--- config.mk ---
export PLATFORM = sky130hd
export DESIGN_NAME = lc3_exec_unit
export DESIGN_NICKNAME = d
export VERILOG_FILES = /design/src/rtl/lc3_exec_unit.sv
export SDC_FILE = /design/constraint.sdc
export NUM_CORES = 1
export LEC_CHECK = 0
export CORE_UTILIZATION = 55
export CTS_BUF_LIST = sky130_fd_sc_hd__clkbuf_8
export CTS_CLUSTER_DIAMETER = 120
export DETAILED_ROUTE_END_ITERATION = 8
export PLACE_DENSITY = 0.91
export RECOVER_POWER = 25
export SYNTH_ARGS = -nofsm -noshare
export SYNTH_HDL_FRONTEND = slang
export SYNTH_SLANG_ARGS = --single-unit
--- constraint.sdc ---
create_clock -name clk -period 6.2 [get_ports clk]
set_input_delay 1.24 -clock clk [delete_from_list [all_inputs] [get_ports clk]]
set_output_delay 1.24 -clock clk [all_outputs]
set_load 0.05 [all_outputs]
--- src/rtl/lc3_exec_unit.sv ---
// LC-3 operate-class execute/writeback stage: ADD, AND, NOT over a four-state
// READ/EXEC/WB sequence, with the NZP condition-code register updated on writeback.
module lc3_exec_unit #(
    parameter logic [2:0] CC_RESET = 3'b010
) (
    input  logic        clk,
    input  logic        rst,
    input  logic        start,
    input  logic [15:0] ir,
    output logic [2:0]  rdAddrA,
    input  logic [15:0] rdDataA,
    output logic [2:0]  rdAddrB,
    input  logic [15:0] rdDataB,
    output logic        writeEN,
    output logic [2:0]  wrAddr,
    output logic [15:0] wrData,
    output logic [2:0]  nzp,
    output logic        busy,
    output logic        done,
    output logic        illegal
);

    typedef enum logic [1:0] {IDLE, READ, EXEC, WB} state_t;

    state_t             state, stateNext;
    logic [15:0]        irQ;
    logic signed [15:0] opA, opB;
    logic [15:0]        resQ;
    logic [2:0]         nzpQ;
    logic               illegalQ;
    logic               accept;

    function automatic logic isLegal(input logic [15:0] w);
        case (w[15:12])
            4'b0001, 4'b0101: return 1'b1;
            4'b1001:          return (w[5:0] == 6'b111111);
            default:          return 1'b0;
        endcase
    endfunction

    function automatic logic signed [15:0] sext5(input logic [4:0] imm);
        return {{11{imm[4]}}, imm};
    endfunction

    function automatic logic [2:0] condCode(input logic [15:0] v);
        if (v[15])
            return 3'b100;
        else if (v == 16'h0000)
            return 3'b010;
        else
            return 3'b001;
    endfunction

    assign accept = (state == IDLE) && start && isLegal(ir);

    always_comb begin
        stateNext = state;
        case (state)
            IDLE:    if (accept) stateNext = READ;
            READ:    stateNext = EXEC;
            EXEC:    stateNext = WB;
            WB:      stateNext = IDLE;
            default: stateNext = IDLE;
        endcase
    end

    always_ff @(posedge clk) begin
        if (rst) begin
            state    <= IDLE;
            irQ      <= 16'h0000;
            opA      <= '0;
            opB      <= '0;
            resQ     <= 16'h0000;
            nzpQ     <= CC_RESET;
            illegalQ <= 1'b0;
        end else begin
            state    <= stateNext;
            illegalQ <= (state == IDLE) && start && !isLegal(ir);
            case (state)
                IDLE: if (accept) irQ <= ir;
                // operand capture; NOT simply never looks at opB
                READ: begin
                    opA <= rdDataA;
                    opB <= irQ[5] ? sext5(irQ[4:0]) : rdDataB;
                end
                EXEC: begin
                    case (irQ[15:12])
                        4'b0001: resQ <= opA + opB;
                        4'b0101: resQ <= opA & opB;
                        default: resQ <= ~opA;
                    endcase
                end
                WB:      nzpQ <= condCode(resQ);
                default: ;
            endcase
        end
    end

    assign rdAddrA = irQ[8:6];
    assign rdAddrB = irQ[2:0];
    assign wrAddr  = irQ[11:9];
    assign wrData  = resQ;
    assign writeEN = (state == WB);
    assign done    = (state == WB);
    assign busy    = (state != IDLE);
    assign nzp     = nzpQ;
    assign illegal = illegalQ;

endmodule

==> results of run 1 <==
## stage by stage
step	cells	hold WS, ns
final	582	0.4842
after global routing	582	0.5180
after CTS	582	0.4844
after detailed placement	566	0.4542
after global placement	566	0.4416
after floorplan	438	0.4335
## state kept, by name, summed over array words and instances (netlist names)
register  flops
irQ          16
opA          16
opB          16
wrData       16
nzp           3
state         2
illegal       1
## report_power, final
part           switching [uW]  total (uW)  internal [uW]
Clock                     176         424            248
Combinational             419         702            282
Sequential               79.7         620            540
Total                     675        1750           1070
## layout by cell type (no fill, tap or decap), types with 2 or more instances in the layout
cell type and count:
mux2i_1 38, inv_1 9, nand2_1 25, nor2_1 65
dfxtp_1 70, xnor2_1 3, nor3_1 8, a21oi_1 37
xor2_1 2, nor4_1 5, a211o_1 2, o311a_1 2
and2_1 4, o21a_1 2, o21bai_1 2, nor2b_1 4
o22ai_1 2, clkbuf_8 11, clkinv_1 2, bufinv_16 2
clkdlybuf4s50_1 81, nand4_1 2, ha_1 19, nand2b_1 5
o21ai_0 9, nand3_1 6, o211ai_1 6, or3_1 2
and3_1 4, a31oi_1 7, a21o_1 8, a211oi_1 24
## layer usage
metal	up-vias	global-route usage [%]	part of all wire [%]	wire length (um)
met5	-	0	0	0
met4	0	9.848	2.2	211
met3	18	5.775	4.5	431
met2	123	42.69	47	4523
met1	1661	38.18	47	4510
li1	1708	-	-	-
## worst max-delay path by stage
stage                              to  slack, ns  cells past startpoint
2_1_floorplan                 writeEN       3.73                      2
4_1_cts           irQ[2]$_SDFFE_PP0P_       2.84                      6
5_1_grt        wrData[8]$_SDFFE_PP0P_       1.71                      7
3_3_place_gp     irQ[13]$_SDFFE_PP0P_       2.62                      5
6_report       wrData[8]$_SDFFE_PP0P_       1.99                      7
3_5_place_dp      irQ[2]$_SDFFE_PP0P_       2.50                      6
## worst max-delay path, cell delays in order
cell,delay [ns]
buf_2,0.07
clkbuf_1,2.04
nor2_1,0.35
o311a_1,0.33
nand2_1,0.08
mux2i_1,0.06
a221o_1,0.25
## final cells by class
cell class	instances	area, um2	area share, %
Clock buffer	11	151.4	3.168
Timing Repair Buffer	83	819.5	17.15
Tap cell	80	100.1	2.095
Inverter	11	41.29	0.8641
Multi-Input combinational cell	322	2183	45.69
Clock inverter	5	81.33	1.702
Sequential cell	70	1401	29.33
## kinds of logic after synthesis
| kind of cell | Yosys count |
|---|---|
| and+or+nand+nor | 142 |
| AOI/OAI and AO/OA | 116 |
| DFF | 70 |
| xor gates and xnor gates | 5 |
| adders and majority gates | 21 |
| buffers and inverters | 46 |
| muxes | 38 |
==> results.py, run 1 <==
metrics = {
    "run_status": {
        "status": "finished with violations",
        "violations": "max-capacitance violations, max-slew violations",
    },
    "layout": {
        "fillers": 526,
        "design_area_mm2": 0.004778,
        "syn2layout_area_growth_pct": 24.48,
        "final_net_count": 569,
        "antenna_cells": 0,
        "layout-drive-gt1-share_pct": 5.179,
        "final_util_pct": 70.72,
    },
    "critical_path": {
        "worstReg2RegEnd": "wrData[15]$_SDFFE_PP0P_",
        "r2r_start": "state[0]$_SDFFE_PP0P_",
        "worstPathRequired_ns": 6.43,
        "endpoint_kind": "flop",
        "worstPathMaxFanout": 70,
        "r2r_cells": 6,
        "worstPathArrival_ns": 4.44,
        "r2r_slack_ns": 3.48,
        "crit_type": "in -> reg",
        "cp-start-kind": "input pin",
        "crit_path_start": "rst",
    },
    "synth": {
        "synthArstFlopShare_pct": 0,
        "ys_seq_area_share_pct": 36.51,
        "synth_xor_area_share_pct": 1.141,
        "netlist_area_mm2": 0.003839,
        "synth_fp_nets": 510,
        "synthMuxAreaShare_pct": 9.909,
        "ys_warn_count": 0,
        "ys_ff_latch": 70,
        "ys_top_cells_by_count": "dfxtp_1 (70), nor2_1 (65), mux2i_1 (38)",
        "syn_avg_cell_area_um2": 8.764,
        "yosysMostFrequentCell": "dfxtp_1",
        "synth_ff_type": "dfxtp_1",
        "ys_top_cells_by_area": "dfxtp_1 (37%), mux2i_1 (9.9%), ha_1 (6.5%)",
        "synth_top_family_by_area": "compound AO/OA/AOI/OAI gates",
        "synth-compound-area-share_pct": 20.66,
        "synth_top_area_cell": "dfxtp_1",
        "synth_cell_type_count": 63,
        "synth_edf_count": 0,
        "syn-instance-count": 438,
        "synthSimpleGateAreaFrac_pct": 18.06,
        "synthAdderAreaFrac_pct": 7.040,
        "synth_top_area_share_pct": 36.51,
    },
    "clocking": {
        "clock_sinks": 70,
        "post_cts_buffers": 0,
        "cts_resized": 0,
        "htree_levels": 3,
        "numCtsBuffers": 9,
        "clock_path_buffers": 2,
        "cts_tree": "done",
        "clk_latency_ns": 0.35,
        "cts_hold_buf": 0,
        "path_clk_slew_ns": 0.07,
        "cts-root-buf": "clkbuf_8",
    },
    "power": {
        "ir_drop_v": 0.0002074,
        "power_uw": 1745,
        "p_per_area_mw_per_mm2": 365.3,
        "p_leak_uw": 0.001966,
    },
    "sta": {
        "setup_violations": 0,
        "final-max-slew-violation-count": 71,
        "fmax_mhz": 237.7,
        "finClkSkew_ns": 0.009937,
        "hold_violations": 0,
        "tns_ns": 0,
        "worst_pin_slew_ns": 2.908,
        "setup_ws_ns": 1.993,
        "max_slew_margin_pct": -93.89,
        "fin_crit_sh_pct": 67.86,
        "layout_min_cycle_time_ns": 4.207,
        "rsz0062_at_grt": "false",
    },
    "global_routing": {
        "grt_usage_pct": 27.57,
        "grt_overflow_total": 0,
        "grt_pass1_vias": 3260,
        "grt_max_degree": 71,
        "antenna_found_initial": 0,
        "grt_first_pass_wirelength_mm": 15.81,
    },
    "routing": {
        "wl_per_cell_um": 16.63,
        "initialDrtViolationCount": 245,
        "vias": 3510,
        "via_per_inst": 6.031,
        "drtPass1Iterations": 5,
        "drc": 0,
        "wl_mm": 9.676,
        "ant_nets": 0,
    },
    "placed_design": {
        "pre_cts_ws_ns": 2.497,
        "hpwlAfterDp_mm": 6.941,
        "place_area_mm2": 0.004549,
        "numPortBuffers": 82,
        "gp_congestion": 0.8264,
    },
    "min_path": {
        "hold_depth": 2,
        "hold_end": "irQ[12]$_SDFFE_PP0P_",
        "hold_path_class": "reg -> reg",
        "min-delay-start": "irQ[12]$_SDFFE_PP0P_",
    },
    "floorplan": {
        "core_area_mm2": 0.006756,
        "std_cell_rows": 30,
        "die_area_mm2": 0.007317,
        "die_h_um": 85.54,
        "io_pins": 83,
        "start_util_pct": 56.81,
        "die_w_um": 85.54,
    },
    "run": {
        "max_cap_violations": 1,
    },
}
No activity file was read; power rests on OpenSTA's default activity.
==> run 2: changes to the inputs <==
Settings changed: CORE_UTILIZATION 55 to 48, PLACE_DENSITY 0.91 to 0.84.
Clock period 6.2 ns to 3.73 ns, I/O delays scaled along.
==> run 2 against run 1 <==
Combinational power rose by 65%. Sequential power rose by 65%. Largest power group unchanged. Die area rose by 14%. Final cell count rose by 4.1%. Global-route usage fell by 4.1 points. Hold slack got worse by 0.027 ns. Sequential share of layout area barely moved. Clock power rose by 43%. First-iteration DRC count fell by 19%. The run still ends with max-capacitance violations, max-slew violations left. Core utilization fell by 8.8 points. Design area barely moved. Total power rose by 60%.
==> results.py, run 2 (synthesized netlist as in run 1, its figures left out) <==
metrics = {
    "layout": {
        "layout-drive-gt1-share_pct": 5.357,
        "fillers": 678,
        "antenna_cells": 0,
        "mostFrequentLayoutCell": "clkdlybuf4s50_1",
        "syn2layout_area_growth_pct": 24.58,
        "final_cell_mix": "clkdlybuf4s50_1 (81), dfxtp_1 (70), nor2_1 (65), mux2i_1 (38), a21oi_1 (37)",
        "fin_cells": 606,
        "final_net_count": 571,
    },
    "sta": {
        "final-max-slew-violation-count": 92,
        "fmax_mhz": 328.5,
        "hold_violations": 0,
        "worst_pin_slew_ns": 1.924,
        "fin_crit_sh_pct": 81.60,
        "rsz0062_at_grt": "false",
        "max_slew_margin_pct": -28.30,
        "finClkSkew_ns": 0.01282,
        "setup_violations": 0,
        "tns_ns": 0,
        "layout_min_cycle_time_ns": 3.044,
    },
    "run_status": {
        "status": "finished with violations",
        "violations": "max-capacitance violations, max-slew violations",
    },
    "floorplan": {
        "die_w_um": 91.43,
        "die_h_um": 91.43,
        "std_cell_rows": 32,
        "die_area_mm2": 0.008359,
        "io_pins": 83,
        "core_area_mm2": 0.007727,
        "start_util_pct": 49.68,
    },
    "clocking": {
        "clock_sinks": 70,
        "cts-root-buf": "clkbuf_8",
        "numCtsBuffers": 9,
        "cts_tree": "done",
        "clock_path_buffers": 2,
        "clk_latency_ns": 0.35,
        "post_cts_buffers": 0,
        "htree_levels": 3,
        "path_clk_slew_ns": 0.07,
        "cts_resized": 0,
        "cts_hold_buf": 0,
    },
    "global_routing": {
        "grt_usage_pct": 23.48,
        "grt_pass1_vias": 3168,
        "grt_max_degree": 49,
        "antenna_found_initial": 0,
        "grt_first_pass_wirelength_mm": 15.55,
        "grt_overflow_total": 0,
    },
    "routing": {
        "initialDrtViolationCount": 199,
        "wl_mm": 9.390,
        "vias": 3396,
        "drc": 0,
        "wl_per_cell_um": 15.50,
        "drtPass1Iterations": 4,
        "via_per_inst": 5.604,
        "ant_nets": 0,
    },
    "power": {
        "p_per_area_mw_per_mm2": 582.7,
        "power_uw": 2786,
        "ir_drop_v": 0.0003420,
        "p_leak_uw": 0.001955,
    },
    "critical_path": {
        "endpoint_kind": "flop",
        "cp-start-kind": "input pin",
        "worstPathArrival_ns": 3.27,
        "r2r_slack_ns": 1.15,
        "worstPathRequired_ns": 3.96,
        "crit_type": "in -> reg",
        "worstPathMaxFanout": 42,
    },
    "placed_design": {
        "gp_congestion": 0.9555,
        "hpwlAfterDp_mm": 7.139,
        "dp.cells": 590,
        "numPortBuffers": 82,
    },
    "run": {
        "max_cap_violations": 2,
    },
    "min_path": {
        "hold_path_class": "reg -> reg",
    },
}
==> run 2: cell types whose count changed in the layout (fill, tap and decap cells not counted), sizes merged <==
cell	before	now
clkinvlp	1	2
clkbuf	12	10
clkinv	4	5
bufinv	2	1
buf	1	3
inv	9	10
==> run 2: where the power goes <==
part           total [uW]  leakage, uW  internal (uW)  switching, uW
registers            1020     0.000568            897            122
logic                1160      0.00129            480            680
clock network         607    0.0000956            309            298
==> run 2: layout make-up <==
cell class / count / area [um2] / share of cell area (%)
multi-input cells: 322 / 2181 / 45.60
clock inverters: 7 / 72.57 / 1.518
clock buffers: 9 / 123.9 / 2.590
well taps: 102 / 127.6 / 2.669
repair buffers: 85 / 834.6 / 17.45
inverters: 11 / 41.29 / 0.8634
flip-flops and latches: 70 / 1401 / 29.30
==> run 2: critical path, cell delays in order <==
cell and delay, ns:
buf_2 0.42, clkbuf_1 1.33, nor2_1 0.20, and3_1 0.28, a211o_1 0.29
==> run 2: through the flow <==
step,utilization [%],area (um2),hold slack (ns),setup WS (ns)
after detailed placement,59.42,4592,0.4485,0.8808
final,61.88,4782,0.4574,0.6862
after global placement,59.42,4592,0.4409,1.013
after floorplan,-,3839,0.4335,1.533
after global routing,61.88,4782,0.4903,0.4994
after CTS,61.97,4788,0.4597,1.000
==> run 2: final timing paths <==
| path | start | endpoint | depth (start not counted) |
|---|---|---|---|
| setup / recovery | rst | wrData[12]$_SDFFE_PP0P_ | 5 |
| hold / removal | irQ[12]$_SDFFE_PP0P_ | irQ[12]$_SDFFE_PP0P_ | 2 |
| setup reg to reg | opA[0]$_SDFFE_PP0N_ | wrData[12]$_SDFFE_PP0P_ | 8 |
| hold reg to reg | irQ[12]$_SDFFE_PP0P_ | irQ[12]$_SDFFE_PP0P_ | 2 |
==> run 2: metal layers <==
layer	vias to the layer above	GRT usage, %	wire, um
met4	0	7.804	107
met5	-	0	0
li1	1708	-	-
met2	96	35.90	4255
met1	1581	32.49	4561
met3	11	5.276	466
